===== src/rtl/btrain_frame_rx_if.sv =====
// ---------------------------------------------------------------------------
// btrain_frame_rx_if
// Word-stream link between the WR RX streamer and the BTrain frame decoder.
//   rx_data_i   streamer data word
//   rx_valid_i  data word valid this cycle
//   rx_first_i  word is the first of a frame (qualified by rx_valid_i)
//   rx_last_i   word is the last of a frame (qualified by rx_valid_i)
//   rx_lost_i   streamer reports lost frame(s), single-cycle pulse
//   rx_dreq_o   data request back to the streamer
// master: streamer side, slave: decoder side.
// ---------------------------------------------------------------------------
interface btrain_frame_rx_if #(
   parameter int g_data_width = 32
);
   logic [g_data_width-1:0] rx_data_i;
   logic                    rx_valid_i;
   logic                    rx_first_i;
   logic                    rx_last_i;
   logic                    rx_lost_i;
   logic                    rx_dreq_o;

   modport master (
      output rx_data_i, rx_valid_i, rx_first_i, rx_last_i, rx_lost_i,
      input  rx_dreq_o
   );

   modport slave (
      input  rx_data_i, rx_valid_i, rx_first_i, rx_last_i, rx_lost_i,
      output rx_dreq_o
   );
endinterface


===== src/rtl/btrain_frame_rx.sv =====
// ---------------------------------------------------------------------------
// btrain_frame_rx
// Receive-side BTrain frame decoder. Parses Bframes (header, B, Bdot) and
// Iframes (header, I) from the RX streamer word stream, publishes decoded
// values with one-cycle strobes and keeps frame/error/loss/gap statistics.
// Ports:
//   clk_sys_i, rst_n_i   clock, asynchronous active-low reset
//   enable_i             decoder enable (words ignored when low)
//   rx                   streamer link (slave modport)
//   b_value_o, bdot_value_o, b_valid_p1_o   last good Bframe + strobe
//   i_value_o, i_valid_p1_o                 last good Iframe + strobe
//   flags_o              header flags of the last good frame
//   seq_gap_p1_o         strobe on a sequence discontinuity
//   cnt_b_o, cnt_i_o     good frame counters (wrapping)
//   cnt_err_o, cnt_lost_o, cnt_gap_o   saturating statistics
//   cnt_clr_i            synchronous clear of counters and sequence history
// ---------------------------------------------------------------------------
module btrain_frame_rx #(
   parameter int g_data_width    = 32,
   parameter int g_err_cnt_width = 16
) (
   input  logic                       clk_sys_i,
   input  logic                       rst_n_i,
   input  logic                       enable_i,
   btrain_frame_rx_if.slave           rx,
   output logic [31:0]                b_value_o,
   output logic [31:0]                bdot_value_o,
   output logic                       b_valid_p1_o,
   output logic [31:0]                i_value_o,
   output logic                       i_valid_p1_o,
   output logic [7:0]                 flags_o,
   output logic                       seq_gap_p1_o,
   output logic [31:0]                cnt_b_o,
   output logic [31:0]                cnt_i_o,
   output logic [g_err_cnt_width-1:0] cnt_err_o,
   output logic [g_err_cnt_width-1:0] cnt_lost_o,
   output logic [g_err_cnt_width-1:0] cnt_gap_o,
   input  logic                       cnt_clr_i
);

   localparam logic [7:0] TYPE_B = 8'h42;
   localparam logic [7:0] TYPE_I = 8'h49;

   typedef enum logic [1:0] {
      ST_IDLE  = 2'd0,
      ST_B_PAY = 2'd1,
      ST_I_PAY = 2'd2,
      ST_DROP  = 2'd3
   } state_t;

   // Saturating add; an abort plus a bad header can cost two errors at once.
   function automatic logic [g_err_cnt_width-1:0] sat_add(
      input logic [g_err_cnt_width-1:0] a,
      input logic [1:0]                 inc
   );
      logic [g_err_cnt_width:0] s;
      s = {1'b0, a} + {{(g_err_cnt_width-1){1'b0}}, inc};
      return s[g_err_cnt_width] ? {g_err_cnt_width{1'b1}} : s[g_err_cnt_width-1:0];
   endfunction

   state_t                     state_r, state_n_s;
   logic                       pay_idx_r, pay_idx_n_s;   // 0: first payload word pending
   logic [g_data_width-1:0]    word_s;
   logic [23:0]                hdr_sh_r;                 // flags + sequence of the frame in flight
   logic [31:0]                b_sh_r;
   logic                       hdr_ld_s, b_ld_s, commit_b_s, commit_i_s;
   logic                       abort_s, fmt_err_s, commit_s, gap_s;
   logic [1:0]                 err_inc_s;
   logic [15:0]                seq_s, seq_next_s, seq_prev_r;
   logic                       seq_valid_r;

   logic                       dreq_r, b_valid_r, i_valid_r, gap_r;
   logic [31:0]                b_value_r, bdot_value_r, i_value_r, cnt_b_r, cnt_i_r;
   logic [7:0]                 flags_r;
   logic [g_err_cnt_width-1:0] cnt_err_r, cnt_lost_r, cnt_gap_r;

   assign word_s     = rx.rx_data_i;
   assign err_inc_s  = {1'b0, abort_s} + {1'b0, fmt_err_s};
   assign commit_s   = commit_b_s | commit_i_s;
   assign seq_s      = hdr_sh_r[15:0];
   assign seq_next_s = seq_prev_r + 16'd1;
   assign gap_s      = seq_valid_r && (seq_s != seq_next_s);

   // Next-state and datapath control of the frame parser.
   always_comb begin
      state_n_s   = state_r;
      pay_idx_n_s = pay_idx_r;
      hdr_ld_s    = 1'b0;
      b_ld_s      = 1'b0;
      commit_b_s  = 1'b0;
      commit_i_s  = 1'b0;
      abort_s     = 1'b0;
      fmt_err_s   = 1'b0;
      if (!enable_i) begin
         state_n_s = ST_IDLE;
      end else if (rx.rx_lost_i) begin
         // loss wins over any word presented in the same cycle
         state_n_s = ST_IDLE;
      end else if (rx.rx_valid_i && rx.rx_first_i) begin
         // a first word always restarts parsing, even mid-frame or in DROP
         abort_s     = (state_r != ST_IDLE);
         pay_idx_n_s = 1'b0;
         case (word_s[31:24])
            TYPE_B, TYPE_I: begin
               if (rx.rx_last_i) begin
                  fmt_err_s = 1'b1;
                  state_n_s = ST_IDLE;
               end else begin
                  hdr_ld_s  = 1'b1;
                  state_n_s = (word_s[31:24] == TYPE_B) ? ST_B_PAY : ST_I_PAY;
               end
            end
            default: begin
               fmt_err_s = 1'b1;
               state_n_s = rx.rx_last_i ? ST_IDLE : ST_DROP;
            end
         endcase
      end else if (rx.rx_valid_i) begin
         case (state_r)
            ST_B_PAY: begin
               if (!pay_idx_r) begin
                  if (rx.rx_last_i) begin
                     fmt_err_s = 1'b1;
                     state_n_s = ST_IDLE;
                  end else begin
                     b_ld_s      = 1'b1;
                     pay_idx_n_s = 1'b1;
                  end
               end else if (rx.rx_last_i) begin
                  commit_b_s = 1'b1;
                  state_n_s  = ST_IDLE;
               end else begin
                  fmt_err_s = 1'b1;
                  state_n_s = ST_DROP;
               end
            end
            ST_I_PAY: begin
               if (rx.rx_last_i) begin
                  commit_i_s = 1'b1;
                  state_n_s  = ST_IDLE;
               end else begin
                  fmt_err_s = 1'b1;
                  state_n_s = ST_DROP;
               end
            end
            ST_DROP: begin
               if (rx.rx_last_i) begin
                  state_n_s = ST_IDLE;
               end else begin
                  state_n_s = ST_DROP;
               end
            end
            default: begin
               // stray words without first are ignored in IDLE
               state_n_s = ST_IDLE;
            end
         endcase
      end else begin
         state_n_s = state_r;
      end
   end

   // Parser state, shadow capture and published values.
   always_ff @(posedge clk_sys_i or negedge rst_n_i) begin
      if (!rst_n_i) begin
         state_r      <= ST_IDLE;
         pay_idx_r    <= 1'b0;
         hdr_sh_r     <= 24'd0;
         b_sh_r       <= 32'd0;
         b_value_r    <= 32'd0;
         bdot_value_r <= 32'd0;
         i_value_r    <= 32'd0;
         flags_r      <= 8'd0;
         b_valid_r    <= 1'b0;
         i_valid_r    <= 1'b0;
         dreq_r       <= 1'b0;
      end else begin
         state_r   <= state_n_s;
         pay_idx_r <= pay_idx_n_s;
         dreq_r    <= enable_i;
         b_valid_r <= commit_b_s;
         i_valid_r <= commit_i_s;
         if (hdr_ld_s) hdr_sh_r <= word_s[23:0];
         if (b_ld_s)   b_sh_r   <= word_s[31:0];
         if (commit_b_s) begin
            b_value_r    <= b_sh_r;
            bdot_value_r <= word_s[31:0];
            flags_r      <= hdr_sh_r[23:16];
         end
         if (commit_i_s) begin
            i_value_r <= word_s[31:0];
            flags_r   <= hdr_sh_r[23:16];
         end
      end
   end

   // Statistics counters and sequence history; a clear beats any increment.
   always_ff @(posedge clk_sys_i or negedge rst_n_i) begin
      if (!rst_n_i) begin
         cnt_b_r     <= 32'd0;
         cnt_i_r     <= 32'd0;
         cnt_err_r   <= {g_err_cnt_width{1'b0}};
         cnt_lost_r  <= {g_err_cnt_width{1'b0}};
         cnt_gap_r   <= {g_err_cnt_width{1'b0}};
         seq_prev_r  <= 16'd0;
         seq_valid_r <= 1'b0;
         gap_r       <= 1'b0;
      end else if (cnt_clr_i) begin
         cnt_b_r     <= 32'd0;
         cnt_i_r     <= 32'd0;
         cnt_err_r   <= {g_err_cnt_width{1'b0}};
         cnt_lost_r  <= {g_err_cnt_width{1'b0}};
         cnt_gap_r   <= {g_err_cnt_width{1'b0}};
         seq_valid_r <= 1'b0;
         gap_r       <= 1'b0;
      end else begin
         gap_r      <= 1'b0;
         cnt_err_r  <= sat_add(cnt_err_r, err_inc_s);
         cnt_lost_r <= sat_add(cnt_lost_r, {1'b0, rx.rx_lost_i});
         if (commit_b_s) cnt_b_r <= cnt_b_r + 32'd1;
         if (commit_i_s) cnt_i_r <= cnt_i_r + 32'd1;
         if (commit_s) begin
            seq_prev_r  <= seq_s;
            seq_valid_r <= 1'b1;
            if (gap_s) begin
               gap_r     <= 1'b1;
               cnt_gap_r <= sat_add(cnt_gap_r, 2'd1);
            end
         end
      end
   end

   assign rx.rx_dreq_o  = dreq_r;
   assign b_value_o     = b_value_r;
   assign bdot_value_o  = bdot_value_r;
   assign b_valid_p1_o  = b_valid_r;
   assign i_value_o     = i_value_r;
   assign i_valid_p1_o  = i_valid_r;
   assign flags_o       = flags_r;
   assign seq_gap_p1_o  = gap_r;
   assign cnt_b_o       = cnt_b_r;
   assign cnt_i_o       = cnt_i_r;
   assign cnt_err_o     = cnt_err_r;
   assign cnt_lost_o    = cnt_lost_r;
   assign cnt_gap_o     = cnt_gap_r;

endmodule

===== src/flat_wrapper.sv =====
// flat-port wrapper written by rule: the top's interface ports become plain ports
module btrain_frame_rx_flat 
#(
   parameter int g_data_width    = 32,
   parameter int g_err_cnt_width = 16
)
  (clk_sys_i, rst_n_i, enable_i, b_value_o, bdot_value_o, b_valid_p1_o, i_value_o, i_valid_p1_o, flags_o, seq_gap_p1_o, cnt_b_o, cnt_i_o, cnt_err_o, cnt_lost_o, cnt_gap_o, cnt_clr_i, rx_rx_data_i, rx_rx_valid_i, rx_rx_first_i, rx_rx_last_i, rx_rx_lost_i, rx_rx_dreq_o);
  btrain_frame_rx_if #(.g_data_width(g_data_width)) rx_i ();
  input  logic clk_sys_i;
  input  logic rst_n_i;
  input  logic enable_i;
  output logic [31:0] b_value_o;
  output logic [31:0] bdot_value_o;
  output logic b_valid_p1_o;
  output logic [31:0] i_value_o;
  output logic i_valid_p1_o;
  output logic [7:0] flags_o;
  output logic seq_gap_p1_o;
  output logic [31:0] cnt_b_o;
  output logic [31:0] cnt_i_o;
  output logic [g_err_cnt_width-1:0] cnt_err_o;
  output logic [g_err_cnt_width-1:0] cnt_lost_o;
  output logic [g_err_cnt_width-1:0] cnt_gap_o;
  input  logic cnt_clr_i;
  input wire logic [$bits(rx_i.rx_data_i)-1:0] rx_rx_data_i;
  input wire logic [$bits(rx_i.rx_valid_i)-1:0] rx_rx_valid_i;
  input wire logic [$bits(rx_i.rx_first_i)-1:0] rx_rx_first_i;
  input wire logic [$bits(rx_i.rx_last_i)-1:0] rx_rx_last_i;
  input wire logic [$bits(rx_i.rx_lost_i)-1:0] rx_rx_lost_i;
  output wire logic [$bits(rx_i.rx_dreq_o)-1:0] rx_rx_dreq_o;
  assign rx_i.rx_data_i = rx_rx_data_i;
  assign rx_i.rx_valid_i = rx_rx_valid_i;
  assign rx_i.rx_first_i = rx_rx_first_i;
  assign rx_i.rx_last_i = rx_rx_last_i;
  assign rx_i.rx_lost_i = rx_rx_lost_i;
  assign rx_rx_dreq_o = rx_i.rx_dreq_o;
  btrain_frame_rx #(.g_data_width(g_data_width), .g_err_cnt_width(g_err_cnt_width)) u_core (.clk_sys_i(clk_sys_i), .rst_n_i(rst_n_i), .enable_i(enable_i), .rx(rx_i), .b_value_o(b_value_o), .bdot_value_o(bdot_value_o), .b_valid_p1_o(b_valid_p1_o), .i_value_o(i_value_o), .i_valid_p1_o(i_valid_p1_o), .flags_o(flags_o), .seq_gap_p1_o(seq_gap_p1_o), .cnt_b_o(cnt_b_o), .cnt_i_o(cnt_i_o), .cnt_err_o(cnt_err_o), .cnt_lost_o(cnt_lost_o), .cnt_gap_o(cnt_gap_o), .cnt_clr_i(cnt_clr_i));
endmodule

===== config.mk =====
export PLATFORM = sky130hd
export DESIGN_NAME = btrain_frame_rx_flat
export DESIGN_NICKNAME = d
export VERILOG_FILES = /design/src/rtl/btrain_frame_rx_if.sv /design/src/rtl/btrain_frame_rx.sv /design/src/flat_wrapper.sv
export SDC_FILE = /design/constraint.sdc
export NUM_CORES = 1
export LEC_CHECK = 0
export BUFFER_PORTS_ARGS = -buffer_cell sky130_fd_sc_hd__buf_4
export CORE_ASPECT_RATIO = 1.5
export CORE_UTILIZATION = 33
export DETAILED_ROUTE_END_ITERATION = 10
export SLEW_MARGIN = 0
export SYNTH_ARGS = -nofsm -noshare
export SYNTH_HDL_FRONTEND = slang
export SYNTH_SLANG_ARGS = --single-unit

===== constraint.sdc =====
create_clock -name clk_sys_i -period 4.5 [get_ports clk_sys_i]
set_input_delay 0.675 -clock clk_sys_i [delete_from_list [all_inputs] [get_ports clk_sys_i]]
set_output_delay 0.675 -clock clk_sys_i [all_outputs]
set_load 0.01 [all_outputs]

==> results.rst <==
.. list-table::
   :header-rows: 1

   * - Metric
     - Value
   * - Result of the run
     - finished, final reports clean
   * - Final #Nets
     - between 1000 and 1500
   * - Library cells used by synthesis
     - 53
   * - Maximum number of pins on one net before global-route repair
     - 100
   * - Max capacitance violation total
     - 0
   * - Share of Yosys cell area claimed by the top area cell type
     - 56.4%
   * - Cell chosen for the clock root
     - clkbuf_16
   * - Starting DRT DRC Count
     - 371
   * - Cell area after technology mapping
     - 0.0131 mm²
   * - Average detailed-routed wire length per instance
     - 17.0 µm
   * - Clock period minus final worst setup slack
     - 3.46 ns
   * - Final setup TNS
     - 0 ns
   * - Minimum setup slack after placement
     - roughly 0.7 ns
   * - Die Area
     - between 0.04 and 0.05 mm²
   * - Biggest area contributors in the synthesized netlist
     - dfrtp_1, mux2_2, xor2_1
   * - Via count of the first global-routing pass
     - 9642
   * - Clk Latency, worst-skew pair
     - 0.58 ns
   * - Synth-to-Final Area Change
     - 26.3%
   * - Total Routing Usage GR
     - 15.8%
   * - Die W
     - 165 µm
   * - Effective utilization at floorplan
     - 33.4%
   * - Maximum clock path buffer count
     - 3
   * - Combined area of the multi-input logic cells
     - between 0.005 and 0.006 mm²
   * - CP max FO
     - 14
   * - Capturing element type of the critical path
     - register
   * - Number of register bits inferred by synthesis
     - between 200 and 300
   * - Wire length reported by the detailed router
     - 32100 µm
   * - Flop pwr share
     - between 50% and 60%
   * - Vert. Die Dim
     - 246 µm
   * - Startpoint type of the worst setup path
     - register
   * - Setup skew after layout
     - 0.0267 ns
   * - Worst path required time
     - 4.94 ns
   * - Power density over the cells
     - 321 mW/mm²
   * - Core box area
     - 0.0393 mm²
   * - Ys flop type
     - dfrtp_1
   * - Sequential cell area
     - roughly 0.0074 mm²
   * - Post_cts resized
     - 0
   * - Placed inst area
     - roughly 0.016 mm²
   * - Relative slew slack
     - 46.6%
   * - Placer's final routability congestion estimate
     - 0.804
   * - Clock tree from TritonCTS
     - done
   * - Share of the cycle needed by the critical path after routing
     - 76.9%
   * - Layout cells sized above 1
     - 36.1%
   * - Mapped Cells
     - 1109
   * - Number of buffers created by CTS
     - 30
   * - Number of search-and-repair iterations in the first detailed-routing pass
     - 5
   * - Via total after detailed routing
     - 9415
   * - Ys async rst share
     - 100%
   * - Worst reg-to-reg setup slack
     - 1.04 ns
   * - Global-route wire length before repair
     - 51300 µm
   * - Finish-stage setup viols
     - 0
   * - Cell leakage power
     - 8.15 nW
   * - Number of standard cells in the final layout excluding fillers
     - 1884
   * - Setup Fix Bufs, Post-CTS
     - 0
   * - Sw Ratio
     - 22.2%
   * - Port Buf Inserts
     - ~260
   * - Clock sinks
     - 296
   * - Library cell with the largest summed area after synthesis
     - dfrtp_1
   * - Critical Path AT
     - approximately 3.9 ns
   * - Number of antenna violations at the first check in global routing
     - 0
   * - Commonest cells after routing, fill and taps aside
     - dfrtp_1, buf_4, mux2_2
   * - Post-Synthesis Net Count
     - 1165
   * - Clk slew on worst S/H paths
     - approximately 0.060 ns
   * - Total gr overflow
     - 0
   * - Antenna diodes
     - 0
   * - Cell count after placement
     - 1832
   * - Setup repair after global routing missed its margin
     - false
   * - Boundary pin count
     - 260
   * - Mean instance size in the synthesized netlist
     - 11.8 µm²
   * - Remaining antenna violation count
     - 0
   * - Pint
     - 4.14 mW
   * - Leading cell type in the layout, fill and taps excluded
     - dfrtp_1
   * - WS Path Type
     - reg -> reg
   * - Net switching power
     - 1.19 mW
   * - Num rows
     - 89
   * - Relative contribution of combinational cells to total power
     - 3.4%
   * - Maximum VDD drop
     - 284 µV
   * - Clock power share
     - 46.0%
   * - Hold Violations, Final
     - 0
   * - Number of fillers in the final layout
     - between 3000 and 4000
   * - Post-route design area
     - 0.0166 mm²
   * - Fmax achieved
     - 0.289 GHz
   * - Hold buffer count at CTS
     - 0
   * - Final number of max-transition violations
     - 0
   * - Number of synthesized flops with an enable pin
     - 0
   * - Least setup slack across all paths after layout
     - between 1 and 1.5 ns
   * - Share of the yosys chip area belonging to registers
     - between 50% and 60%
   * - Synthesis Warnings
     - 0
   * - Half-perimeter wire length of the detailed placement result
     - ~22000 µm
   * - Residual DRC
     - 0
   * - Hold Crit Class
     - in -> async
   * - Mean number of vias per cell
     - 5.00
   * - H-tree levels
     - 1
   * - Measured slew at the worst slew-check pin
     - between 0.7 and 0.8 ns
-- path summary, 6_finish.rpt --
path                                      start                   end  cells past startpoint
min reg2reg                 u_core.hdr_sh_r[17]   u_core.hdr_sh_r[17]                      1
min in group clk_sys_i                 enable_i   u_core.rx.rx_dreq_o                      1
max reg2reg                u_core.seq_prev_r[0]  u_core.cnt_gap_o[10]                      9
max in group asynchronous               rst_n_i    u_core.cnt_i_o[23]                      2
min                                     rst_n_i  u_core.i_value_o[11]                      1
max                        u_core.seq_prev_r[0]  u_core.cnt_gap_o[10]                      9
-- kinds of logic (layout without fill, tap and decap cells) --
| group | after synthesis | in the layout | synth area share (%) |
|---|---|---|---|
| fa+ha+maj | 16 | 16 | 1.58 |
| buf+inv | 64 | 339 | 1.89 |
| simple gates | 344 | 344 | 13.4 |
| mux | 184 | 184 | 15.7 |
| xor+xnor | 88 | 88 | 5.86 |
| compound gates | 117 | 117 | 5.18 |
| flops | 296 | 296 | 56.4 |
-- cells in the mapped netlist, types with 8 or more instances --
cell type,instances
dfrtp_1,296
mux2_2,175
nor2_1,93
nand2_1,62
xor2_1,58
a21oi_1,52
nand3_1,48
clkbuf_1,36
o21ai_0,31
xnor2_1,30
nand4_1,26
nor3_1,22
or3_1,20
inv_1,19
ha_1,15
and3_1,13
and4_1,10
and2_1,9
a31oi_1,8
mux2i_1,8
nor2b_1,8
-- critical path, cell delays in order (launching register included) --
cell and delay (ns):
dfrtp_1 0.43, ha_1 0.34, nand2_1 0.17, or4_4 0.59, mux2_4 0.21, mux2i_1 0.06
o22ai_1 0.18, nand4_1 0.67, nand4_1 0.34, mux2_2 0.35
-- registers in the layout, summed over array words and instances, names as in the netlist, 8 cells and up --
register             count
u_core.i_value_o        32
u_core.cnt_err_o        16
u_core.b_value_o        32
u_core.seq_prev_r       16
u_core.cnt_gap_o        16
u_core.hdr_sh_r         24
u_core.bdot_value_o     32
u_core.cnt_lost_o       16
u_core.cnt_i_o          32
u_core.cnt_b_o          32
u_core.flags_o           8
u_core.b_sh_r           32
-- area by class of cell --
type                    instances  area share [%]
repair buffers                268            12.3
clock buffers                  46            5.31
clock inverters                 6           0.422
multi-input cells             749            33.1
well taps                     500            3.77
flip-flops and latches        296            44.6
inverters                      19           0.430
-- power groups by stage --
stage	Combinational, mW	Clock (mW)	Sequential (mW)
after floorplan	0.0503	0	2.75
after global placement	0.189	0	2.74
after detailed placement	0.192	0	2.75
after CTS	0.192	2.54	2.70
after global routing	0.210	2.65	2.70
final	0.184	2.45	2.70
-- metal layers --
| layer | part of all wire, % | wire length (µm) | vias up | track usage [%] |
|---|---|---|---|---|
| li1 | - | - | 4411 | - |
| met1 | 40 | 12700 | 4722 | 18.4 |
| met2 | 52 | 16700 | 241 | 28.5 |
| met3 | 6.0 | 1920 | 41 | 3.43 |
| met4 | 2.2 | 699 | 0 | 4.59 |
| met5 | 0 | 0 | - | 0 |
-- per-stage QoR --
stage	power, mW	utilization, %	hold WS (ns)
final	5.33	42.2	0.0774
after global routing	5.55	42.2	0.111
after CTS	5.43	42.2	0.0856
after detailed placement	2.94	39.8	0.489
after global placement	2.93	39.8	0.481
after floorplan	2.80	-	0.379
Note: power is estimated with default switching activity, not from simulation.
